===== src/rtl/flash_line_reader_if.sv =====
//------------------------------------------------------------------------------
// flash_line_reader_if : request/response and quad-SPI pin bundle
// Rev 1.0
//------------------------------------------------------------------------------
`default_nettype none

interface flash_line_reader_if #(
  parameter int LINE_SIZE = 128
);
  logic [23:0]          addr;
  logic                 rd;
  logic                 flush;
  logic                 busy;
  logic                 done;
  logic [LINE_SIZE-1:0] line;
  logic                 sck;
  logic                 ce_n;
  logic [3:0]           din;
  logic [3:0]           dout;
  logic                 douten;

  modport master (
    output addr, rd, flush, din,
    input  busy, done, line, sck, ce_n, dout, douten
  );

  modport slave (
    input  addr, rd, flush, din,
    output busy, done, line, sck, ce_n, dout, douten
  );
endinterface

`default_nettype wire


===== src/rtl/flash_line_reader.sv =====
//------------------------------------------------------------------------------
// flash_line_reader : quad-I/O (0xEB) SPI flash cache-line fetcher with XIP
// Rev 1.0
//------------------------------------------------------------------------------
`default_nettype none

module flash_line_reader #(
  parameter int LINE_SIZE    = 128,
  parameter int DUMMY_CYCLES = 4,
  parameter int CONT_READ    = 0
) (
  input wire                 clk,
  input wire                 rst_n,
  flash_line_reader_if.slave bus
);
  localparam int          c_NIBS  = LINE_SIZE / 4;
  localparam int          c_ABITS = $clog2(LINE_SIZE / 8);
  localparam int          c_IW    = $clog2(LINE_SIZE);
  localparam logic [7:0]  c_CMD   = 8'hEB;
  localparam logic [7:0]  c_MODE  = (CONT_READ != 0) ? 8'hA0 : 8'hFF;
  localparam logic [23:0] c_AMASK = ~((24'd1 << c_ABITS) - 24'd1);

  typedef enum logic [2:0] {
    S_IDLE, S_CMD, S_ADDR, S_MODE, S_DUMMY, S_DATA, S_EXIT
  } state_t;

  state_t               r_state;
  logic [6:0]           r_cnt;
  logic [23:0]          r_addr;
  logic [LINE_SIZE-1:0] r_buf;
  logic [LINE_SIZE-1:0] r_line;
  logic                 r_cont;
  logic                 r_busy;
  logic                 r_done;
  logic                 r_sck;
  logic                 r_ce_n;
  logic [3:0]           r_dout;
  logic                 r_douten;

  state_t               w_nstate;
  logic [6:0]           w_ncnt;
  logic [6:0]           w_len_m1;
  logic [23:0]          w_addr_in;
  logic [c_IW-1:0]      w_idx;
  logic [LINE_SIZE-1:0] w_buf_nxt;

  // Nibble presented on IO0..IO3 during sck cycle c of phase st.
  function automatic logic [3:0] f_nib(state_t st, logic [2:0] c, logic [23:0] a);
    logic [23:0] sh;
    sh    = a << {c, 2'b00};
    f_nib = 4'h0;
    case (st)
      S_CMD:   f_nib = {3'b000, c_CMD[3'd7 - c]};
      S_ADDR:  f_nib = sh[23:20];
      S_MODE:  f_nib = c[0] ? c_MODE[3:0] : c_MODE[7:4];
      S_EXIT:  f_nib = 4'hF;
      default: f_nib = 4'h0;
    endcase
  endfunction

  function automatic logic f_oe(state_t st);
    return (st == S_CMD) || (st == S_ADDR) || (st == S_MODE) || (st == S_EXIT);
  endfunction

  assign w_addr_in = bus.addr & c_AMASK;

  always_comb begin
    w_len_m1 = 7'd7;
    case (r_state)
      S_ADDR:  w_len_m1 = 7'd5;
      S_MODE:  w_len_m1 = 7'd1;
      S_DUMMY: w_len_m1 = 7'(DUMMY_CYCLES - 1);
      S_DATA:  w_len_m1 = 7'(c_NIBS - 1);
      default: w_len_m1 = 7'd7;
    endcase
    w_nstate = r_state;
    w_ncnt   = r_cnt + 7'd1;
    if (r_cnt == w_len_m1) begin
      w_ncnt = 7'd0;
      case (r_state)
        S_CMD:   w_nstate = S_ADDR;
        S_ADDR:  w_nstate = S_MODE;
        S_MODE:  w_nstate = S_DUMMY;
        S_DUMMY: w_nstate = S_DATA;
        default: w_nstate = S_IDLE;
      endcase
    end
  end

  // Nibble i of the stream lands in slot i^1: high nibble first within each byte.
  always_comb begin
    w_idx     = c_IW'({r_cnt ^ 7'd1, 2'b00});
    w_buf_nxt = r_buf;
    w_buf_nxt[w_idx +: 4] = bus.din;
  end

  always_ff @(posedge clk or negedge rst_n) begin
    if (!rst_n) begin
      r_state  <= S_IDLE;
      r_cnt    <= 7'd0;
      r_addr   <= 24'd0;
      r_buf    <= '0;
      r_line   <= '0;
      r_cont   <= 1'b0;
      r_busy   <= 1'b0;
      r_done   <= 1'b0;
      r_sck    <= 1'b0;
      r_ce_n   <= 1'b1;
      r_dout   <= 4'h0;
      r_douten <= 1'b0;
    end else begin
      r_done <= 1'b0;
      case (r_state)
        S_IDLE: begin
          if (bus.flush) begin
            r_state  <= S_EXIT;
            r_cnt    <= 7'd0;
            r_busy   <= 1'b1;
            r_ce_n   <= 1'b0;
            r_dout   <= 4'hF;
            r_douten <= 1'b1;
          end else if (bus.rd) begin
            r_addr   <= w_addr_in;
            r_state  <= r_cont ? S_ADDR : S_CMD;
            r_cnt    <= 7'd0;
            r_busy   <= 1'b1;
            r_ce_n   <= 1'b0;
            r_dout   <= f_nib(r_cont ? S_ADDR : S_CMD, 3'd0, w_addr_in);
            r_douten <= 1'b1;
          end
        end
        default: begin
          r_sck <= ~r_sck;
          // Everything advances on sck falling so the flash sees stable data on rising.
          if (r_sck) begin
            r_state  <= w_nstate;
            r_cnt    <= w_ncnt;
            r_dout   <= f_nib(w_nstate, w_ncnt[2:0], r_addr);
            r_douten <= f_oe(w_nstate);
            if (r_state == S_DATA) begin
              r_buf <= w_buf_nxt;
            end
            if (w_nstate == S_IDLE) begin
              r_busy <= 1'b0;
              r_ce_n <= 1'b1;
              r_sck  <= 1'b0;
              if (r_state == S_DATA) begin
                r_done <= 1'b1;
                r_line <= w_buf_nxt;
                if (CONT_READ != 0) begin
                  r_cont <= 1'b1;
                end
              end else begin
                r_cont <= 1'b0;
              end
            end
          end
        end
      endcase
    end
  end

  assign bus.busy   = r_busy;
  assign bus.done   = r_done;
  assign bus.line   = r_line;
  assign bus.sck    = r_sck;
  assign bus.ce_n   = r_ce_n;
  assign bus.dout   = r_dout;
  assign bus.douten = r_douten;
endmodule

`default_nettype wire

===== src/flat_wrapper.sv =====
// flat-port wrapper written by rule: the top's interface ports become plain ports
module flash_line_reader_flat 
#(
  parameter int LINE_SIZE    = 128,
  parameter int DUMMY_CYCLES = 4,
  parameter int CONT_READ    = 0
)
  (clk, rst_n, bus_addr, bus_rd, bus_flush, bus_din, bus_busy, bus_done, bus_line, bus_sck, bus_ce_n, bus_dout, bus_douten);
  flash_line_reader_if #(.LINE_SIZE(LINE_SIZE)) bus_i ();
  input wire clk;
  input wire rst_n;
  input wire logic [$bits(bus_i.addr)-1:0] bus_addr;
  input wire logic [$bits(bus_i.rd)-1:0] bus_rd;
  input wire logic [$bits(bus_i.flush)-1:0] bus_flush;
  input wire logic [$bits(bus_i.din)-1:0] bus_din;
  output wire logic [$bits(bus_i.busy)-1:0] bus_busy;
  output wire logic [$bits(bus_i.done)-1:0] bus_done;
  output wire logic [$bits(bus_i.line)-1:0] bus_line;
  output wire logic [$bits(bus_i.sck)-1:0] bus_sck;
  output wire logic [$bits(bus_i.ce_n)-1:0] bus_ce_n;
  output wire logic [$bits(bus_i.dout)-1:0] bus_dout;
  output wire logic [$bits(bus_i.douten)-1:0] bus_douten;
  assign bus_i.addr = bus_addr;
  assign bus_i.rd = bus_rd;
  assign bus_i.flush = bus_flush;
  assign bus_i.din = bus_din;
  assign bus_busy = bus_i.busy;
  assign bus_done = bus_i.done;
  assign bus_line = bus_i.line;
  assign bus_sck = bus_i.sck;
  assign bus_ce_n = bus_i.ce_n;
  assign bus_dout = bus_i.dout;
  assign bus_douten = bus_i.douten;
  flash_line_reader #(.LINE_SIZE(LINE_SIZE), .DUMMY_CYCLES(DUMMY_CYCLES), .CONT_READ(CONT_READ)) u_core (.clk(clk), .rst_n(rst_n), .bus(bus_i));
endmodule

===== config.mk =====
export PLATFORM = sky130hd
export DESIGN_NAME = flash_line_reader_flat
export DESIGN_NICKNAME = d
export VERILOG_FILES = /design/src/rtl/flash_line_reader_if.sv /design/src/rtl/flash_line_reader.sv /design/src/flat_wrapper.sv
export SDC_FILE = /design/constraint.sdc
export NUM_CORES = 1
export LEC_CHECK = 0
export ABC_AREA = 1
export CORE_MARGIN = 2
export CORE_UTILIZATION = 30
export CTS_CLUSTER_DIAMETER = 120
export CTS_CLUSTER_SIZE = 16
export DETAILED_ROUTE_END_ITERATION = 12
export PLACE_DENSITY = 0.52
export SLEW_MARGIN = 20
export SYNTH_ARGS = -nofsm -noshare
export SYNTH_HDL_FRONTEND = slang
export SYNTH_SLANG_ARGS = --single-unit
export TNS_END_PERCENT = 5

===== constraint.sdc =====
create_clock -name clk -period 2.4 [get_ports clk]
set_input_delay 0.36 -clock clk [delete_from_list [all_inputs] [get_ports clk]]
set_output_delay 0.36 -clock clk [all_outputs]
set_load 0.1 [all_outputs]

==> results.sh <==
export IMPL_outcome="complete, no violations"
export IMPL_drt_pass1_iter_count=5
export IMPL_synth_ff_type="dfrtp_1"
export IMPL_start_util_pct=30.5
export IMPL_power_internal_uw=6770
export IMPL_cts_max_level=1
export IMPL_root_buffer="clkbuf_16"
export IMPL_multi_input_area_um2=5120
export IMPL_ff2ff_path_depth=13
export IMPL_post_cts_buffers=0
export IMPL_hold_path_class="primary input to asynchronous set/reset pin"
export IMPL_fin_tns_setup_ps=0
export IMPL_end_kind="register"
export IMPL_seq_power_share_pct=57.4
export IMPL_cp_required_ps=2860
export IMPL_antenna_found_initial=0
export IMPL_clkTransAtPathRegs_ps=80
export IMPL_grt_max_degree=118
export IMPL_setup_viol=0
export IMPL_worstSetupPathType="register to register"
export IMPL_slew_headroom_pct=66.3
export IMPL_post_route_min_period_ps=2300
export IMPL_postRouteAntennaNets=0
export IMPL_report_final_slew_viol_count=0
export IMPL_clock_sinks=295
export IMPL_antenna_cells=0
export IMPL_dp_slack_ps=7.47
export IMPL_layout_cells_most_common="nand2_1"
export IMPL_crit_end="u_core.r_buf[46]"
export IMPL_period_share_pct=96.0
export IMPL_cts_tree="yes"
export IMPL_yosysUniqueCellTypes=39
export IMPL_synth_top_area_share_pct=55.7
export IMPL_tightest_slew_ps=500
export IMPL_startpoint_type="register"
export IMPL_ys_ff_latch=295
export IMPL_worst_slack_ps=97.2
export IMPL_power_leakage_uw=0.00804
export IMPL_synth_area_leaders="dfrtp_1 (56%), nand2_1 (15%), o21ai_0 (8.3%)"
export IMPL_cpMaxStageDelayCell="dfrtp_1"
export IMPL_r2r_start="u_core.r_cnt[0]"
export IMPL_finalClockSkew_ps=17.2
export IMPL_first_iter_violations=830
export IMPL_synth_edf_count=0
export IMPL_vias=10800
export IMPL_crit_fanout=10
export IMPL_stdcell_area_um2=16300
export IMPL_die_y_um=214
export IMPL_postSynthCellCount=1564
export IMPL_fmax_ghz=0.434
export IMPL_crit_family="buffers and inverters"
export IMPL_clock_latency_ps=540
export IMPL_synth_async_reset_ratio_pct=100
export IMPL_core_area_um2=43300
export IMPL_clock_power_share_pct=39.7
export IMPL_critPathBufInv=6
export IMPL_die_area_um2=45700
export IMPL_drt_total_wl_mm=37.6
export IMPL_rsz0062_at_grt="yes"
export IMPL_p_sw_share_pct=22.1
export IMPL_syn_to_final_growth_pct=23.1
export IMPL_switching_power_uw=1920
export IMPL_netlist_area_um2=13200
export IMPL_rrSetupSlack_ps=100
export IMPL_crit_arrival_ps=2760
export IMPL_mostFrequentLayoutCells="nand2_1 (537), dfrtp_1 (294), o21ai_0 (213), buf_4 (202), o21ai_1 (114)"
export IMPL_crit_path_start="u_core.r_cnt[0]"
export IMPL_syn_nets=1603
export IMPL_finalHoldViolCount=0
export IMPL_numPortBuffers=164
export IMPL_ir_drop_mv=0.358
export IMPL_globalplace_congestion=0.895
export IMPL_pin_count=169
export IMPL_cts_buffers=22
export IMPL_synth_area_per_cell_um2=8.45
export IMPL_cp_depth=13
export IMPL_grt_pass1_wl_mm=59.3
export IMPL_grt_use_total_pct=16.7
export IMPL_drv_cap=0
export IMPL_fin_util_pct=37.6
export IMPL_reg2reg_to="u_core.r_buf[46]"
export IMPL_nets=1800
export IMPL_hpwlAfterDp_mm=27.6
export IMPL_fill_cells=4446
export IMPL_drc=0
export IMPL_first_global_vias=10400
export IMPL_yosysTopAreaCell="dfrtp_1"
export IMPL_slowest_delay_ps=390
export IMPL_die_x_um=214
export IMPL_post_drt_wl_per_cell_um=16.0
export IMPL_drive_above_1_share_pct=18.4
export IMPL_p_per_area_nw_per_um2=534
export IMPL_seqCellArea_um2=7380
export IMPL_power_uw=8690
export IMPL_synth_warnings=0
export IMPL_cts_buffer_depth=3
export IMPL_via_per_inst=4.61
export IMPL_overflow=0
export IMPL_p_comb_share_pct=2.9
export IMPL_placed_cell_area_um2=15600
export IMPL_path_cells="buf_4 -> inv_1 -> ha_4 -> buf_4 -> inv_1 -> nor2_1 -> inv_1 -> nor2_1 -> buf_4 -> nor2_1 -> a21oi_1 -> nand2_1 -> o21ai_0"
export IMPL_yosysSeqAreaShare_pct=55.9
export IMPL_fp_row_count=76
==> power groups by stage <==
stage                     logic [µW]  clock network, µW  registers, µW
after CTS                        260               3580           4980
after floorplan                 35.6                  0           5080
after detailed placement         258                  0           5080
after global routing             281               3770           4990
after global placement           258                  0           5080
final                            250               3450           4990
==> area by class of cell <==
cell class	instances	area share (%)
Inverter	113	2.62
Clock inverter	2	0.0846
Timing Repair Buffer	240	12.4
Tap cell	585	4.50
Clock buffer	23	3.54
Multi-Input combinational cell	1089	31.5
Sequential cell	295	45.4
==> layer usage <==
layer | track usage [%] | vias up | part of all wire (%)
met5 | 0 | - | 0
met4 | 4.21 | 0 | 2.0
met3 | 2.97 | 42 | 5.5
met2 | 26.3 | 239 | 45
met1 | 23.7 | 5120 | 48
li1 | - | 5424 | -
==> synthesized netlist by cell type, types with 7 or more instances <==
| library cell | number |
|---|---|
| nand2_2 | 8 |
| dfrtp_1 | 294 |
| nor2_1 | 76 |
| nor2_2 | 9 |
| nand3_1 | 30 |
| mux2_2 | 18 |
| inv_1 | 98 |
| ha_1 | 7 |
| a21oi_1 | 29 |
| buf_2 | 19 |
| o21ai_1 | 109 |
| clkbuf_1 | 32 |
| nand2_1 | 537 |
| buf_6 | 10 |
| nor3_1 | 10 |
| inv_2 | 14 |
| o21ai_0 | 220 |
==> through the flow <==
stage                     std cells  hold WS, ps
final                          2347          371
after global routing           2347          391
after CTS                      2347          370
after detailed placement       2321          334
after global placement         2321          330
after floorplan                1564         64.4
==> how the worst min path moves through the flow <==
stage          start              endpoint  cells after the start
3_3_place_gp   rst_n  u_core.bus.line[104]                      1
3_5_place_dp   rst_n  u_core.bus.line[104]                      1
6_report       rst_n      u_core.r_buf[43]                      2
5_1_grt        rst_n  u_core.bus.line[101]                      2
2_1_floorplan  rst_n       u_core.bus.busy                      0
4_1_cts        rst_n      u_core.r_buf[43]                      2
==> what timing repair did <==
| item | 4_1_cts | 5_1_grt |
|---|---|---|
| pin swaps | 0 | 0 |
| endpoints found under the hold margin | 48 | 0 |
| cloned | 0 | 0 |
| setup endpoints to repair | 2 | 124 |
| hold buffers | 1 | 0 |
| resized for setup | 2 | 31 |
==> flip-flops by register name, indices dropped and copies added, names as in the netlist <==
register and cells:
u_core.bus.line 128, u_core.r_buf 128, u_core.r_addr 20, u_core.r_cnt 7
u_core.bus.dout 4, u_core.r_state 3, u_core.bus.busy 1, u_core.bus.ce_n 1
u_core.bus.done 1, u_core.bus.douten 1, u_core.bus.sck 1
==> logic make-up after synthesis <==
kind of cell             count (synthesis)  synth area share [%]
flip-flops                             295                  55.9
AND/OR/NAND/NOR                        690                  21.3
multiplexers                            23                  1.91
buffers and inverters                  180                  5.95
adder cells (fa/ha/maj)                  7                 0.663
XOR/XNOR                                 4                 0.265
AO/OA/AOI/OAI                          365                  14.0
Power figures use the tool's default switching activity.
